## src/rtl/signed_add_arbiter_pkg.sv

```systemverilog
// Shared types and widths for the signed-add arbiter and its adder.
package signed_add_arbiter_pkg;

   localparam int SM_W     = 16;
   localparam int SIGN_BIT = 15;
   localparam int MAG_W    = 15;

   typedef enum logic [1:0] {
      ST_IDLE = 2'd0,
      ST_EXEC = 2'd1,
      ST_RESP = 2'd2
   } state_t;

endpackage

```

## src/rtl/signed_add_arbiter_if.sv

```systemverilog
// Requester-side bus of the signed-add arbiter: two request/operand
// channels in, acknowledge, result, status and counters out.
interface signed_add_arbiter_if #(
   parameter int CNT_W = 8
) ();
   import signed_add_arbiter_pkg::*;

   logic             req0;
   logic             req1;
   logic [SM_W-1:0]  a0;
   logic [SM_W-1:0]  b0;
   logic [SM_W-1:0]  a1;
   logic [SM_W-1:0]  b1;
   logic             ack0;
   logic             ack1;
   logic [SM_W-1:0]  res;
   logic             ovf;
   logic             busy;
   logic [CNT_W-1:0] cnt0;
   logic [CNT_W-1:0] cnt1;

   modport master (
      output req0, req1, a0, b0, a1, b1,
      input  ack0, ack1, res, ovf, busy, cnt0, cnt1
   );

   modport slave (
      input  req0, req1, a0, b0, a1, b1,
      output ack0, ack1, res, ovf, busy, cnt0, cnt1
   );

endinterface

```

## src/rtl/signed_add_arbiter_sm_add16.sv

```systemverilog
// Combinational sign-magnitude adder. Negative zero on an input is read
// as +0, and a zero result always comes out with a positive sign.
module sm_add16
   import signed_add_arbiter_pkg::*;
(
   input  logic [SM_W-1:0] a,
   input  logic [SM_W-1:0] b,
   output logic [SM_W-1:0] sum,
   output logic            ovf
);

   logic [MAG_W-1:0] mag_a;
   logic [MAG_W-1:0] mag_b;
   logic             sgn_a;
   logic             sgn_b;
   logic [MAG_W:0]   total;
   logic [MAG_W-1:0] mag;
   logic             sgn;

   // Normalise signs, then add or subtract magnitudes depending on sign match.
   always_comb begin
      mag_a = a[MAG_W-1:0];
      mag_b = b[MAG_W-1:0];
      sgn_a = a[SIGN_BIT] & (|mag_a);
      sgn_b = b[SIGN_BIT] & (|mag_b);
      total = '0;
      mag   = '0;
      sgn   = 1'b0;
      ovf   = 1'b0;
      if (sgn_a == sgn_b) begin
         total = {1'b0, mag_a} + {1'b0, mag_b};
         mag   = total[MAG_W-1:0];
         ovf   = total[MAG_W];
         sgn   = sgn_a;
      end else if (mag_a >= mag_b) begin
         mag = mag_a - mag_b;
         sgn = sgn_a;
      end else begin
         mag = mag_b - mag_a;
         sgn = sgn_b;
      end
      sum = {sgn & (|mag), mag};
   end

endmodule

```

## src/rtl/signed_add_arbiter.sv

```systemverilog
// Round-robin arbiter sharing one sign-magnitude adder between two
// requesters. Each operation takes IDLE -> EXEC -> RESP.
//
//   state   | meaning
//   --------+-----------------------------------------------------------
//   IDLE    | wait for a request; latch winner's operands and id
//   EXEC    | shared adder works on latched operands; result registered
//   RESP    | ack pulse to the served requester; count and move pointer
module signed_add_arbiter
   import signed_add_arbiter_pkg::*;
#(
   parameter int CNT_W = 8
) (
   input logic                 clk,
   input logic                 rst_n,
   signed_add_arbiter_if.slave bus
);

   state_t           state;
   state_t           state_nxt;
   logic             load;
   logic             winner;
   logic             id;
   logic             last;
   logic [SM_W-1:0]  op_a;
   logic [SM_W-1:0]  op_b;
   logic [SM_W-1:0]  sum;
   logic             sum_ovf;
   logic [SM_W-1:0]  res_q;
   logic             ovf_q;
   logic             ack0_q;
   logic             ack1_q;
   logic [CNT_W-1:0] cnt0_q;
   logic [CNT_W-1:0] cnt1_q;

   sm_add16 u_add (
      .a   (op_a),
      .b   (op_b),
      .sum (sum),
      .ovf (sum_ovf)
   );

   // On a tie the requester not served last wins; a lone requester always wins.
   assign winner = (bus.req0 & bus.req1) ? ~last : bus.req1;

   // Next-state decode.
   always_comb begin
      state_nxt = state;
      load      = 1'b0;
      case (state)
         ST_IDLE: begin
            if (bus.req0 | bus.req1) begin
               state_nxt = ST_EXEC;
               load      = 1'b1;
            end
         end
         ST_EXEC: state_nxt = ST_RESP;
         ST_RESP: state_nxt = ST_IDLE;
         default: state_nxt = ST_IDLE;
      endcase
   end

   // State, operand latch, result/ack registers, counters and pointer.
   always_ff @(posedge clk or negedge rst_n) begin
      if (!rst_n) begin
         state  <= ST_IDLE;
         op_a   <= '0;
         op_b   <= '0;
         id     <= 1'b0;
         last   <= 1'b1;
         res_q  <= '0;
         ovf_q  <= 1'b0;
         ack0_q <= 1'b0;
         ack1_q <= 1'b0;
         cnt0_q <= '0;
         cnt1_q <= '0;
      end else begin
         state  <= state_nxt;
         ack0_q <= 1'b0;
         ack1_q <= 1'b0;
         if (load) begin
            op_a <= winner ? bus.a1 : bus.a0;
            op_b <= winner ? bus.b1 : bus.b0;
            id   <= winner;
         end
         // Ack is registered here so it is high exactly during RESP.
         if (state == ST_EXEC) begin
            res_q  <= sum;
            ovf_q  <= sum_ovf;
            ack0_q <= ~id;
            ack1_q <= id;
         end
         if (state == ST_RESP) begin
            last <= id;
            if (id) cnt1_q <= cnt1_q + 1'b1;
            else    cnt0_q <= cnt0_q + 1'b1;
         end
      end
   end

   assign bus.ack0 = ack0_q;
   assign bus.ack1 = ack1_q;
   assign bus.res  = res_q;
   assign bus.ovf  = ovf_q;
   assign bus.busy = (state != ST_IDLE);
   assign bus.cnt0 = cnt0_q;
   assign bus.cnt1 = cnt1_q;

endmodule

```

## src/flat_wrapper.sv

```systemverilog
// flat-port wrapper written by rule: the top's interface ports become plain ports
module signed_add_arbiter_flat import signed_add_arbiter_pkg::*;
#(
   parameter int CNT_W = 8
)
  (clk, rst_n, bus_req0, bus_req1, bus_a0, bus_b0, bus_a1, bus_b1, bus_ack0, bus_ack1, bus_res, bus_ovf, bus_busy, bus_cnt0, bus_cnt1);
  signed_add_arbiter_if #(.CNT_W(CNT_W)) bus_i ();
  input logic clk;
  input logic rst_n;
  input wire logic [$bits(bus_i.req0)-1:0] bus_req0;
  input wire logic [$bits(bus_i.req1)-1:0] bus_req1;
  input wire logic [$bits(bus_i.a0)-1:0] bus_a0;
  input wire logic [$bits(bus_i.b0)-1:0] bus_b0;
  input wire logic [$bits(bus_i.a1)-1:0] bus_a1;
  input wire logic [$bits(bus_i.b1)-1:0] bus_b1;
  output wire logic [$bits(bus_i.ack0)-1:0] bus_ack0;
  output wire logic [$bits(bus_i.ack1)-1:0] bus_ack1;
  output wire logic [$bits(bus_i.res)-1:0] bus_res;
  output wire logic [$bits(bus_i.ovf)-1:0] bus_ovf;
  output wire logic [$bits(bus_i.busy)-1:0] bus_busy;
  output wire logic [$bits(bus_i.cnt0)-1:0] bus_cnt0;
  output wire logic [$bits(bus_i.cnt1)-1:0] bus_cnt1;
  assign bus_i.req0 = bus_req0;
  assign bus_i.req1 = bus_req1;
  assign bus_i.a0 = bus_a0;
  assign bus_i.b0 = bus_b0;
  assign bus_i.a1 = bus_a1;
  assign bus_i.b1 = bus_b1;
  assign bus_ack0 = bus_i.ack0;
  assign bus_ack1 = bus_i.ack1;
  assign bus_res = bus_i.res;
  assign bus_ovf = bus_i.ovf;
  assign bus_busy = bus_i.busy;
  assign bus_cnt0 = bus_i.cnt0;
  assign bus_cnt1 = bus_i.cnt1;
  signed_add_arbiter #(.CNT_W(CNT_W)) u_core (.clk(clk), .rst_n(rst_n), .bus(bus_i));
endmodule
```

## config.mk

```make
export PLATFORM = sky130hd
export DESIGN_NAME = signed_add_arbiter_flat
export DESIGN_NICKNAME = d
export VERILOG_FILES = /design/src/rtl/signed_add_arbiter_pkg.sv /design/src/rtl/signed_add_arbiter_if.sv /design/src/rtl/signed_add_arbiter_sm_add16.sv /design/src/rtl/signed_add_arbiter.sv /design/src/flat_wrapper.sv
export SDC_FILE = /design/constraint.sdc
export NUM_CORES = 1
export LEC_CHECK = 0
export BUFFER_PORTS_ARGS = -buffer_cell sky130_fd_sc_hd__buf_4
export CAP_MARGIN = 0
export CORE_ASPECT_RATIO = 1.2
export CORE_MARGIN = 4
export CORE_UTILIZATION = 45
export CTS_CLUSTER_SIZE = 16
export DETAILED_ROUTE_END_ITERATION = 6
export GPL_TIMING_DRIVEN = 0
export PLACE_DENSITY = 0.67
export SLEW_MARGIN = 10
export SYNTH_ARGS = -nofsm -noshare
export SYNTH_HDL_FRONTEND = slang
export SYNTH_SLANG_ARGS = --single-unit
```

## constraint.sdc

```tcl
create_clock -name clk -period 3.74 [get_ports clk]
set_clock_uncertainty 0.05 [all_clocks]
set_input_delay 1.122 -clock clk [delete_from_list [all_inputs] [get_ports clk]]
set_output_delay 1.122 -clock clk [all_outputs]
set_load 0.005 [all_outputs]
```

==> metrics.csv, run 1 <==
metric,value,unit
dpl hpwl,11600,um
die width,108,um
cell taking the most area after synthesis,dfrtp_1,
Worst R2R Path Depth,14,
net switching power,3690,uW
"flops & latches, synth",71,
maximum fanout along the worst path,10,
worst setup margin,0.147,ns
worst hold slack,0.427,ns
Tightest Hold Check Type,register to register,
Area Overhead vs Synth,24.4,%
largest cells by area after synthesis,"dfrtp_1, ha_1, mux2i_1",
clk buf depth,2,
RR Startpoint,u_core.op_b[6]$_DFFE_PN0P_,
Avg Inst Size Synth,9.23,um2
"most common cell after layout, fill and taps aside",buf_4,
WP data arrival,3.76,ns
die height,128,um
Worst Max-Slew Pin Slew,0.864,ns
pwr/cell area,1120,mW/mm2
synthesized cell area,0.00540,mm2
Leak,0.00323,uW
vias,4691,
Synth async-reset ratio,100,%
worst vdd ir,0.411,mV
largest net degree at the start of global routing,72,
IO Port Bufs,103,
Clk pwr share,11.1,%
Routability Congestion,0.942,
r2r setup slk,0.15,ns
data required time of the worst path,3.91,ns
total congestion overflow,0,
fin util,57.5,%
Cell Rows,43,
total wire length after detailed routing,14500,um
status,completed,
crit path launch,u_core.op_b[6]$_DFFE_PN0P_,
# IOs,104,
Crit Path Category,register to register,
Fmax,0.278,GHz
All-Layer GR Usage,21.4,%
final slew viol count,0,
Worst Setup EP,u_core.bus.res[15]$_DFFE_PN0N_,
# DRC,0,
Initial Util,46.2,%
DRT Pass-1 Iters,5,
global-route wire length before repair,23400,um
Final Cycle Share,96.1,%
clk root buf,clkbuf_16,
die footprint,0.0138,mm2
layout cells sized above 1,24.1,%
H-Tree Depth,3,
final hold viol count,0,
CTS tree,done,
vias in the first global route,4623,
"Seq/Total Area, Yosys",32.9,%
syn nets,707,
clk slew on worst S/H paths,0.06,ns
top cell type's share of synthesized area,32.4,%
Main synth FF type,dfrtp_1,
crit end category,register,
clk sinks,71,
hold_buf cts,0,
Final nets,824,
vias per cell,5.44,
CTS buffer count,9,
# setup viols final,0,
Reg2Reg Capture Point,u_core.bus.res[15]$_DFFE_PN0N_,
Core Region,0.0117,mm2
DRT antenna net count,0,
Comb pwr share,68.4,%
Post-Synthesis Cells,585,
slew margin rel.,42.4,%
max-cap check violation count,0,
most frequent cells in the layout,"buf_4, dfrtp_1, nor2_1",
"EDFF count, synth",0,
antenna violations before repair,0,
WL/cell,16.8,um
part of the power in registers,20.5,%
CP Launch Type,register,
Ant. Diodes,0,
worst skew pair latency,0.34,ns
post-synth cell types,76,
pre-CTS setup slack,0.176,ns
min Tclk post-route,3.59,ns
internal power,3830,uW
Synth Warn #,0,
Detailed Route Iter0 Violations,171,
Sw Ratio,49.0,%
[Yosys cell counts, drive strengths merged (4+ instances only)]
| cell type | number |
|---|---|
| dfrtp | 70 |
| inv | 47 |
| nand3 | 12 |
| a221oi | 7 |
| nor2b | 4 |
| buf | 15 |
| o21bai | 6 |
| mux2i | 35 |
| nor4 | 8 |
| a21oi | 58 |
| nand4 | 5 |
| nand2 | 33 |
| o31ai | 7 |
| nor2 | 60 |
| or3 | 5 |
| nand2b | 4 |
| xnor2 | 20 |
| a21o | 5 |
| and3 | 6 |
| clkbuf | 14 |
| nor3 | 11 |
| ha | 51 |
| xor2 | 8 |
| a31oi | 5 |
| o2111a | 4 |
| o21ai | 28 |
[flip-flops by register name (all words and copies together), names as in the netlist]
signal           count
u_core.op_a         16
u_core.bus.ack0      1
u_core.id            1
u_core.op_b         16
u_core.bus.cnt0      8
u_core.bus.ovf       1
u_core.bus.ack1      1
u_core.bus.cnt1      8
u_core.last          1
u_core.bus.res      16
u_core.state         2
[per-stage QoR]
step	setup TNS [ns]	instance area (um2)	total power [uW]	instances
after floorplan	0	5400	5150	585
after global placement	0	6370	6490	845
after detailed placement	0	6370	6560	845
after CTS	0	6660	7450	860
after global routing	-0.0122	6710	8200	863
final	0	6710	7520	863
[logic make-up (layout without fill, tap and decap cells)]
family                   after synthesis  in the layout  synth area share [%]
AND/OR/NAND/NOR                      162            162                  15.3
AO/OA/AOI/OAI                        156            156                  20.1
buffers and inverters                 76            197                  6.95
flip-flops                            71             71                  32.9
adder cells (fa/ha/maj)               54             54                  12.9
multiplexers                          38             38                  7.11
XOR/XNOR                              28             28                  4.68
[critical path, stage by stage, from the launching register on]
cell and delay (ns):
dfrtp_1 0.46, inv_1 0.11, ha_1 0.32, buf_4 0.18, a21oi_1 0.31, nor2_1 0.19, o31a_1 0.34, buf_6 0.15
nor2_4 0.23, mux2i_1 0.30, o2111a_1 0.22, and4_1 0.19, o2111a_1 0.19, and3_1 0.16, a31oi_1 0.08
[power by group through the flow]
stage                     Sequential (uW)  Combinational (uW)  Clock [uW]
after floorplan                      1430                3720           0
after global placement               1530                4960           0
after detailed placement             1550                5010           0
after CTS                            1540                5050         852
after global routing                 1600                5710         880
final                                1540                5140         836
[layer usage]
metal,global-route usage (%),vias up,wire (um)
met5,0,-,0
met4,6.84,0,202
met3,1.96,10,610
met2,36.6,134,7380
met1,28.6,2243,6340
li1,-,2304,-
[worst min path at each step]
stage	slack (ns)	cells after the start	startpoint	endpoint
3_3_place_gp	0.41	2	u_core.last$_DFFE_PN1N_	u_core.last$_DFFE_PN1N_
6_report	0.43	1	u_core.bus.cnt1[7]$_DFFE_PN0P_	u_core.bus.cnt1[7]$_DFFE_PN0P_
4_1_cts	0.43	2	u_core.last$_DFFE_PN1N_	u_core.last$_DFFE_PN1N_
5_1_grt	0.45	2	u_core.bus.res[8]$_DFFE_PN0N_	u_core.bus.res[8]$_DFFE_PN0N_
2_1_floorplan	0.39	2	u_core.last$_DFFE_PN1N_	u_core.last$_DFFE_PN1N_
3_5_place_dp	0.42	2	u_core.last$_DFFE_PN1N_	u_core.last$_DFFE_PN1N_
[what timing repair did]
item | 4_1_cts | 5_1_grt
buffers inserted | 0 | 3
gates resized for setup | 0 | 7
endpoints found under the setup margin | 0 | 1
[final cells by class]
cell class,instances,area [um2]
buffer,29,201
clock buffer,9,225
clock inverter,6,62.6
fill,1096,4960
inverter,47,176
multi-input combinational,438,3280
sequential,71,1780
tap,157,196
timing repair buffer,106,796
Power figures use the tool's default switching activity.
==> run 2, diff against run 1 <==
--- a/config.mk
+++ b/config.mk
@@ -14,7 +14,10 @@
 export DETAILED_ROUTE_END_ITERATION = 6
 export GPL_TIMING_DRIVEN = 0
 export PLACE_DENSITY = 0.67
+export RECOVER_POWER = 100
 export SLEW_MARGIN = 10
 export SYNTH_ARGS = -nofsm -noshare
 export SYNTH_HDL_FRONTEND = slang
+export SYNTH_HIERARCHICAL = 1
 export SYNTH_SLANG_ARGS = --single-unit
+export TNS_END_PERCENT = 5
==> run 2 against run 1 <==
The run now ends with capacitance limit, slew limit left. Register-to-register slack worse by 0.12 ns. Via count grew 2.7%. Wire length grew 17%. Count of clock-buffer cells in the layout rose by 2. Non-clock buffer count grew 29. Synthesized area up 8.0%. Largest cell class unchanged. Flip-flop and latch count did not move. Global-route usage increased by 0.98 points. Critical endpoint is now u_core/bus.res[15]$_DFFE_PN0N_. Core utilization increased by 2.0 points. Setup slack lost 0.12 ns. Sequential share of layout area down 2.6 points.
==> metrics.csv, run 2 <==
metric,value,unit,change
status,"finished, violations left",,
failing checks,"capacitance limit, slew limit",,
WL/cell,19.2,um,+14%
final hold viol count,0,,unchanged
Core Region,0.0127,mm2,+8.5%
layout cells sized above 1,40.1,%,+16 points
DRT antenna net count,0,,unchanged
Tightest Hold Check Type,register to register,,
clk sinks,71,,unchanged
final slew viol count,72,,+72
Worst Max-Slew Pin Slew,1.74,ns,+0.875 ns
crit end category,register,,
Worst R2R Path Depth,16,,+2
"EDFF count, synth",0,,unchanged
max-cap check violation count,1,,+1
dpl hpwl,12800,um,+11%
CTS tree,done,,
total congestion overflow,0,,unchanged
RR Startpoint,u_core/op_a[9]$_DFFE_PN0P_,,
worst min-delay path endpoint,u_core/bus.cnt1[7]$_DFFE_PN0P_,,
# DRC,0,,unchanged
Final Cycle Share,99.3,%,+3.2 points
Final nets,837,,+1.6%
clk buf depth,2,,unchanged
top cell type's share of synthesized area,30.0,%,-2.4 points
data required time of the worst path,3.91,ns,about the same
Initial Util,46.0,%,-0.21 points
clk slew on worst S/H paths,0.06,ns,about the same
# IOs,104,,unchanged
worst skew pair latency,0.33,ns,about the same
IO Port Bufs,103,,unchanged
H-Tree Depth,3,,unchanged
largest net degree at the start of global routing,72,,unchanged
Crit Path Category,register to register,,
vias,4818,,+2.7%
Routability Congestion,0.897,,-4.8%
syn nets,686,,-3.0%
Main synth FF type,dfrtp_1,,
Placed Cells,831,,-1.7%
cell taking the most area after synthesis,dfrtp_1,,
post-synth cell types,73,,-3.9%
vias in the first global route,4782,,+3.4%
die height,133,um,+3.7%
min Tclk post-route,3.71,ns,+0.121 ns
Cell Rows,45,,+4.7%
DRT Pass-1 Iters,4,,-1
most frequent cells in the layout,"buf_4, dfrtp_1, inv_1",,
All-Layer GR Usage,22.4,%,+0.98 points
Fmax,0.269,GHz,-3.3%
"most common cell after layout, fill and taps aside",buf_4,,
Ant. Diodes,0,,unchanged
CP Launch Type,register,,
die width,112,um,+3.6%
Detailed Route Iter0 Violations,298,,+74%
Avg Inst Size Synth,10.3,um2,+12%
Hold Path Stages,1,,unchanged
# setup viols final,0,,unchanged
"flops & latches, synth",71,,unchanged
Post-Synthesis Cells,564,,-3.6%
maximum fanout along the worst path,10,,unchanged
vias per cell,5.45,,+0.27%
Area Overhead vs Synth,29.3,%,
WP data arrival,3.88,ns,+0.12 ns
hold path start,u_core/bus.cnt1[7]$_DFFE_PN0P_,,
total wire length after detailed routing,17000,um,+17%
r2r setup slk,0.03,ns,-0.12 ns
Synth Warn #,6,,+6
"Seq/Total Area, Yosys",30.5,%,-2.4 points
Reg2Reg Capture Point,u_core/bus.res[15]$_DFFE_PN0N_,,
slew margin rel.,-15.9,%,-58 points
clk root buf,clkbuf_16,,
largest cells by area after synthesis,"dfrtp_1, mux2_4, ha_1",,
"count leader, synth",dfrtp_1,,
antenna violations before repair,0,,unchanged
global-route wire length before repair,26200,um,+12%
Synth async-reset ratio,100,%,unchanged
fin util,59.5,%,+2.0 points
post-route non-filler standard cell count,884,,+2.4%
die footprint,0.0149,mm2,+7.5%
Post-synth top cells,"dfrtp_1, mux2_4, ha_1, inv_1, a21oi_1",,
CTS buffer count,9,,unchanged
synthesized cell area,0.00583,mm2,+8.0%
-- run 2: cell count changes after synthesis, moves of 7 or more --
cell | before | now
a21oi_1 | 56 | 44
clkbuf_1 | 11 | 4
mux2_2 | 3 | 25
mux2_4 | 0 | 58
mux2i_1 | 35 | 2
nor2_1 | 59 | 31
-- run 2: worst max-delay path by stage --
stage                                      startpoint                        endpoint  slack (ns)  depth (start not counted)
final                      u_core/op_a[9]$_DFFE_PN0P_  u_core/bus.res[15]$_DFFE_PN0N_        0.03                         16
after CTS                  u_core/op_a[9]$_DFFE_PN0P_  u_core/bus.res[15]$_DFFE_PN0N_       0.004                         16
after global routing       u_core/op_a[9]$_DFFE_PN0P_  u_core/bus.res[15]$_DFFE_PN0N_       -0.06                         16
after detailed placement   u_core/op_a[4]$_DFFE_PN0P_  u_core/bus.res[15]$_DFFE_PN0N_       -0.41                         15
after global placement     u_core/op_b[1]$_DFFE_PN0P_  u_core/bus.res[15]$_DFFE_PN0N_       -0.44                         11
after floorplan           u_core/op_a[12]$_DFFE_PN0P_  u_core/bus.res[15]$_DFFE_PN0N_        0.36                         14
-- run 2: logic make-up (layout without fill, tap and decap cells) --
group	Yosys count	count (layout)	share of synthesized area, %
fa+ha+maj	54	54	12.0
compound gates	127	127	14.9
xor+xnor	29	29	4.48
simple gates	122	122	11.0
buf+inv	76	232	6.99
mux	85	85	20.1
flops	71	71	30.5
-- run 2: final cells by class --
type | count | area (um2)
Multi-Input combinational cell | 417 | 3780
Sequential cell | 71 | 1800
Timing Repair Buffer | 140 | 1050
Fill cell | 1103 | 5130
Inverter | 52 | 195
Clock buffer | 11 | 243
Buffer | 24 | 226
Clock inverter | 5 | 41.3
Tap cell | 164 | 205
-- run 2: what timing repair did --
action / in CTS / in global routing
buffers inserted: 17 / 19
pin swaps: 8 / 20
cloned: 0 / 1
resized for setup: 29 / 45
hold buffers: 0 / 0
endpoints found under the setup margin: 1 / 1
-- run 2: metrics by stage --
step / instance area, um2 / hold slack [ns] / setup slack, ns / TNS [ns]
6_report: 7540 / 0.421 / 0.0265 / 0
5_1_grt: 7540 / 0.441 / -0.0628 / -0.0628
2_1_floorplan: 5830 / 0.389 / 0.364 / 0
3_3_place_gp: 6810 / 0.403 / -0.442 / -0.442
3_5_place_dp: 6810 / 0.409 / -0.409 / -0.409
4_1_cts: 7300 / 0.421 / 0.00356 / 0
-- run 2: worst max-delay path, cell delays in order, from the launching register on --
cell      delay [ns]
dfrtp_2         0.38
inv_1           0.05
ha_1            0.28
clkbuf_4        0.19
and3_4          0.22
and4bb_4        0.21
a211oi_4        0.24
and2_4          0.20
buf_6           0.14
buf_12          0.14
nor2_1          0.05
o32a_1          0.20
xnor2_2         0.19
nor4_2          0.29
nand2_1         0.11
o41a_1          0.39
mux2_2          0.26
-- run 2: per-layer routing --
layer  vias to the layer above  track usage, %  share of wire (%)
li1                       2303               -                  -
met5                         -               0                  0
met2                       147            39.1                 52
met1                      2343            28.9                 42
met4                         0            6.83                2.4
met3                        25            2.84                4.3
Power of run 2 is not shown: default switching activity piles up to over one toggle a cycle in this logic, so the estimate is an artifact.
